`config.mk`:
```
export PLATFORM = sky130hd
export DESIGN_NAME = tail_branch_metric_seq_flat
export DESIGN_NICKNAME = d
export VERILOG_FILES = /design/src/rtl/tail_branch_metric_seq_if.sv /design/src/rtl/tail_branch_metric_seq.sv /design/src/flat_wrapper.sv
export SDC_FILE = /design/constraint.sdc
export NUM_CORES = 1
export LEC_CHECK = 0
export BUFFER_PORTS_ARGS = -buffer_cell sky130_fd_sc_hd__buf_2
export CAP_MARGIN = 20
export CORE_MARGIN = 5
export CORE_UTILIZATION = 45
export CTS_CLUSTER_SIZE = 20
export DETAILED_ROUTE_END_ITERATION = 12
export PLACE_DENSITY = 0.67
export SYNTH_ARGS = -nofsm -noshare
export SYNTH_HDL_FRONTEND = slang
export SYNTH_SLANG_ARGS = --single-unit
```
`constraint.sdc`:
```
create_clock -name clk -period 4.6 [get_ports clk]
set_input_delay 0.46 -clock clk [delete_from_list [all_inputs] [get_ports clk]]
set_output_delay 0.46 -clock clk [all_outputs]
set_load 0.05 [all_outputs]
```
`src/rtl/tail_branch_metric_seq_if.sv`:
```
// Tail LLR load bus: valid/ready handshake carrying one (systematic, parity) pair per beat.
interface tail_branch_metric_seq_if #(
  parameter int unsigned W = 16
);
  logic                tail_valid;
  logic                tail_ready;
  logic signed [W-1:0] tail_sys;
  logic signed [W-1:0] tail_par;

  modport master (output tail_valid, output tail_sys, output tail_par, input tail_ready);
  modport slave  (input tail_valid, input tail_sys, input tail_par, output tail_ready);
endinterface

```
`src/rtl/tail_branch_metric_seq.sv`:
```
// Buffers the tail LLR pairs of one constituent encoder and replays their branch metrics in
// reverse order to the backward termination stage. METRIC_SAT_EN selects saturating metrics.
module tail_branch_metric_seq #(
  parameter int unsigned W        = 16,
  parameter int unsigned TAIL_LEN = 3
) (
  input  logic                    clk,
  input  logic                    rst,
  tail_branch_metric_seq_if.slave tail,
  output logic                    state1,
  output logic signed [W-1:0]     m00,
  output logic signed [W-1:0]     m01,
  output logic signed [W-1:0]     m10,
  output logic signed [W-1:0]     m11,
  output logic                    step_valid,
  output logic [1:0]              step_idx,
  output logic                    done
);

  localparam int unsigned IdxW = (TAIL_LEN > 1) ? $clog2(TAIL_LEN) : 1;
  localparam int unsigned CntW = $clog2(TAIL_LEN + 1);
  localparam int unsigned MW   = W + 2;

  typedef enum logic [1:0] {StIdle, StInit, StRun, StFin} state_e;

  state_e              state_q;
  logic [CntW-1:0]     cnt_q;
  logic                tail_ready_q;
  logic [2*W-1:0]      buf_q [TAIL_LEN];

  logic [IdxW-1:0]     rd_idx;
  logic signed [W-1:0] rd_sys, rd_par;
  logic signed [MW-1:0] s_ext, p_ext, sum_a, dif_b, neg_a, neg_b;
  logic signed [W-1:0] m00_d, m01_d, m10_d, m11_d;

  assign tail.tail_ready = tail_ready_q;

  function automatic logic signed [W-1:0] reduce(input logic signed [MW-1:0] v);
`ifdef METRIC_SAT_EN
    logic signed [MW-1:0] max_v, min_v;
    max_v = MW'((1 << (W - 1)) - 1);
    min_v = -max_v - 1;
    if (v > max_v)      return max_v[W-1:0];
    else if (v < min_v) return min_v[W-1:0];
    else                return v[W-1:0];
`else
    return v[W-1:0];
`endif
  endfunction

  // Metrics for the step about to be presented: top entry on leaving INIT, else k-1.
  always_comb begin
    rd_idx = (state_q == StInit) ? IdxW'(TAIL_LEN - 1) : IdxW'(step_idx - 2'd1);
    {rd_sys, rd_par} = buf_q[rd_idx];
    s_ext = MW'(rd_sys);
    p_ext = MW'(rd_par);
    sum_a = s_ext + p_ext;
    dif_b = s_ext - p_ext;
    neg_a = -sum_a;
    neg_b = -dif_b;
    m00_d = reduce(sum_a >>> 1);
    m11_d = reduce(neg_a >>> 1);
    m01_d = reduce(dif_b >>> 1);
    m10_d = reduce(neg_b >>> 1);
  end

  always_ff @(posedge clk) begin
    if (rst) begin
      state_q      <= StIdle;
      cnt_q        <= '0;
      tail_ready_q <= 1'b1;
      state1       <= 1'b1;
      m00          <= '0;
      m01          <= '0;
      m10          <= '0;
      m11          <= '0;
      step_valid   <= 1'b0;
      step_idx     <= '0;
      done         <= 1'b0;
    end else begin
      done <= 1'b0;
      unique case (state_q)
        StIdle: begin
          if (tail.tail_valid && tail_ready_q) begin
            buf_q[cnt_q[IdxW-1:0]] <= {tail.tail_sys, tail.tail_par};
            cnt_q                  <= cnt_q + 1'b1;
            if (cnt_q == CntW'(TAIL_LEN - 1)) begin
              state_q      <= StInit;
              tail_ready_q <= 1'b0;
              state1       <= 1'b1;
            end
          end
        end
        StInit: begin
          state_q    <= StRun;
          state1     <= 1'b0;
          step_valid <= 1'b1;
          step_idx   <= 2'(TAIL_LEN - 1);
          m00        <= m00_d;
          m01        <= m01_d;
          m10        <= m10_d;
          m11        <= m11_d;
        end
        StRun: begin
          if (step_idx != 2'd0) begin
            step_idx <= step_idx - 2'd1;
            m00      <= m00_d;
            m01      <= m01_d;
            m10      <= m10_d;
            m11      <= m11_d;
          end else begin
            state_q    <= StFin;
            step_valid <= 1'b0;
            done       <= 1'b1;
            m00        <= '0;
            m01        <= '0;
            m10        <= '0;
            m11        <= '0;
          end
        end
        StFin: begin
          state_q      <= StIdle;
          cnt_q        <= '0;
          tail_ready_q <= 1'b1;
        end
        default: state_q <= StIdle;
      endcase
    end
  end

endmodule
```
`src/flat_wrapper.sv`:
```
// flat-port wrapper written by rule: the top's interface ports become plain ports
module tail_branch_metric_seq_flat 
#(
  parameter int unsigned W        = 16,
  parameter int unsigned TAIL_LEN = 3
)
  (clk, rst, state1, m00, m01, m10, m11, step_valid, step_idx, done, tail_tail_valid, tail_tail_sys, tail_tail_par, tail_tail_ready);
  tail_branch_metric_seq_if #(.W(W)) tail_i ();
  input  logic clk;
  input  logic rst;
  output logic state1;
  output logic signed [W-1:0] m00;
  output logic signed [W-1:0] m01;
  output logic signed [W-1:0] m10;
  output logic signed [W-1:0] m11;
  output logic step_valid;
  output logic [1:0] step_idx;
  output logic done;
  input wire logic [$bits(tail_i.tail_valid)-1:0] tail_tail_valid;
  input wire logic [$bits(tail_i.tail_sys)-1:0] tail_tail_sys;
  input wire logic [$bits(tail_i.tail_par)-1:0] tail_tail_par;
  output wire logic [$bits(tail_i.tail_ready)-1:0] tail_tail_ready;
  assign tail_i.tail_valid = tail_tail_valid;
  assign tail_i.tail_sys = tail_tail_sys;
  assign tail_i.tail_par = tail_tail_par;
  assign tail_tail_ready = tail_i.tail_ready;
  tail_branch_metric_seq #(.W(W), .TAIL_LEN(TAIL_LEN)) u_core (.clk(clk), .rst(rst), .tail(tail_i), .state1(state1), .m00(m00), .m01(m01), .m10(m10), .m11(m11), .step_valid(step_valid), .step_idx(step_idx), .done(done));
endmodule
```
==> reports/qor.yml <==
outcome: "completed"
timing.fmax_ghz: 0.230
cts_buffer_depth: 2
synth_commonest_cells: "nor2_1 (98), edfxtp_1 (96), dfxtp_1 (74)"
post_synth.cell_area_avg_sq_um: 10.3
clkSinkCount: 170
hold_viol: 0
ys_types: 72
r2r_slack_ps: 250
yosysWarnings: 0
overflow: 0
synth_compound_area_frac: 0.172
synthesis.instances: 845
hold_depth: 1
synth_fa_ha_area_frac: 0.0641
gp_congestion: 0.883
die_h_um: 149
whs_ps: 228
finalCritPeriodShare: 0.947
synthSimpleGateAreaFrac: 0.134
n_antenna_cell: 0
ir_drop_mv: 0.276
crit_required_ps: 4920
syn2layout_area_growth_pct: 18.8
relSlewSlack: 0.316
cts_made_buffers: 17
worstReg2RegEnd: "u_core.m10[15]"
synthArstFlopShare: 0
synth-seq-cells: 170
slowest_delay_ps: 490
place_area_sq_um: 9710
synth-seq-area-share: 0.501
synth-edff-count: 96
hold_class: "in -> reg"
syn-num-nets: 923
antenna_found_initial: 2
path_delay_family: "simple AND/OR/NAND/NOR gates"
startpoint_type: "flop"
grt_pass1_wl_mm: 32.8
clkTransAtPathRegs_ps: 60
tightest_slew_ps: 1020
die_w_um: 149
final_cell_area_sq_um: 10400
floorplan.initialDensity: 0.452
critPathKind: "reg -> reg"
synth_top_area_frac: 0.331
drcViolationCount: 0
cp_cell_sequence: "inv_1 -> ha_1 -> nand2b_4 -> buf_12 -> nand2_1 -> o21ai_1 -> ha_1 -> or2_2 -> o211a_1 -> o211ai_1 -> o311a_1 -> o311a_1 -> or4b_4 -> or3_4 -> nor4_4 -> xnor2_1 -> a22o_1"
synth_top_family_by_area: "compound AO/OA/AOI/OAI gates"
final_cells: 1238
finalSetupTns_ps: 0
core_area_sq_um: 19300
drive_gt1_frac: 0.203
place_ws_ps: 84.5
critPathMaxFanout: 39
maxCapViolations: 0
htree_levels: 4
cts_tree: "done"
pwr_density_cell_nw_per_um2: 755
portBuffers: 104
drt_iter0_drc: 368
drt-total-wl_mm: 20.1
via_per_inst: 5.39
rows: 51
ant_nets: 0
p_leak_nw: 4.08
fin_crit_ps: 4350
dp.cells: 1205
finalNetCount: 1039
wl_per_cell_um: 16.2
crit_arrival_ps: 4670
boundaryPins: 105
ys.flop_type: "edfxtp_1"
grtUsageTotal: 0.182
skew_ps: 13.0
synth_area_sq_um: 8720
crit_buf_inv: 2
yosys.area_share.xor_xnor: 0.0422
hold_path_end: "u_core.buf_q[0][4]"
cp-end-kind: "flop"
crit_slowest_cell: "or4b_4"
cts-root-buf: "clkbuf_16"
worstRegToRegCells: 17
grt_start_max_net_pins: 50
reg2reg_from: "u_core.step_idx[0]"
hpwlAfterDp_mm: 14.6
rsz0062_at_grt: "false"
synth.area.top_cells: "edfxtp_1 (33%), dfxtp_1 (17%), ha_1 (6.2%)"
yosysMostFrequentCell: "nor2_1"
finalSetupViolations: 0
p_total_mw: 7.83
dieArea_sq_um: 22300
first_pass_iters: 5
insertion_delay_ps: 430
synth_top_cell_by_area: "edfxtp_1"
post-route-util: 0.538
hold_start: "tail_tail_par[4]"
final_max_slew_viol_count: 0
muxShareOfSynthArea: 0.0466
grt_pass1_vias: 6310
routed-via-count: 6671
worst_slack_ps: 246
==> routing by layer <==
layer | up-vias | wire length [um] | part of all wire | track usage
li1 | 3323 | - | - | -
met1 | 3131 | 9610 | 0.48 | 0.262
met2 | 195 | 8940 | 0.44 | 0.279
met3 | 18 | 1280 | 0.064 | 0.0383
met4 | 4 | 251 | 0.012 | 0.0526
met5 | - | 21 | 0.0010 | 0
==> logic make-up (layout without fill, tap and decap cells) <==
family	after synthesis	count (layout)
AOI/OAI and AO/OA	213	213
xor gates and xnor gates	42	42
adders and majority gates	45	45
buffers and inverters	91	219
DFF	170	170
muxes	39	39
and+or+nand+nor	245	245
==> layout make-up <==
type / instances / area (sq um)
clock buffers: 18 / 429
clock inverters: 13 / 154
fillers: 1711 / 8910
inverters: 49 / 184
multi-input cells: 584 / 4090
flip-flops and latches: 170 / 4370
well taps: 265 / 332
repair buffers: 139 / 808
==> flip-flops by register name, indices dropped and copies added (netlist names) <==
signal,cells
u_core.buf_q,96
u_core.m00,16
u_core.m01,16
u_core.m10,16
u_core.m11,16
u_core.cnt_q,2
u_core.state_q,2
u_core.step_idx,2
u_core.done,1
u_core.state1,1
u_core.step_valid,1
u_core.tail.tail_ready,1
==> repair_timing <==
action,CTS,global route
resized for setup,0,13
endpoints found under the setup margin,0,11
hold buffers,0,0
setup buffers,0,2
==> how the worst max path moves through the flow <==
stage	start	endpoint	slack [ps]	cells past startpoint
2_1_floorplan	u_core.step_idx[0]	u_core.m10[15]	-2	21
3_3_place_gp	u_core.state_q[1]	u_core.m10[15]	170	16
3_5_place_dp	u_core.state_q[1]	u_core.m10[15]	80	16
4_1_cts	u_core.state_q[1]	u_core.m10[15]	10	16
5_1_grt	u_core.step_idx[0]	u_core.m10[14]	5	16
6_report	u_core.step_idx[0]	u_core.m10[15]	250	17
==> placed cells by master, fill, tap and decap left out, types with 39 or more instances in the layout <==
master    netlist  final
ha_1           43     43
nor2_1         98     98
dfxtp_1        74     73
edfxtp_1       96     96
nand2_1        55     55
buf_2           1    104
xnor2_1        39     39
a22oi_1        39     39
inv_1          48     48
o21ai_0        44     41
==> report_power, final <==
part	internal, mW	switching (mW)
clock	0.845	0.576
sequential	1.89	0.138
combinational	1.55	2.82
Note: power is estimated with default switching activity, not from simulation.
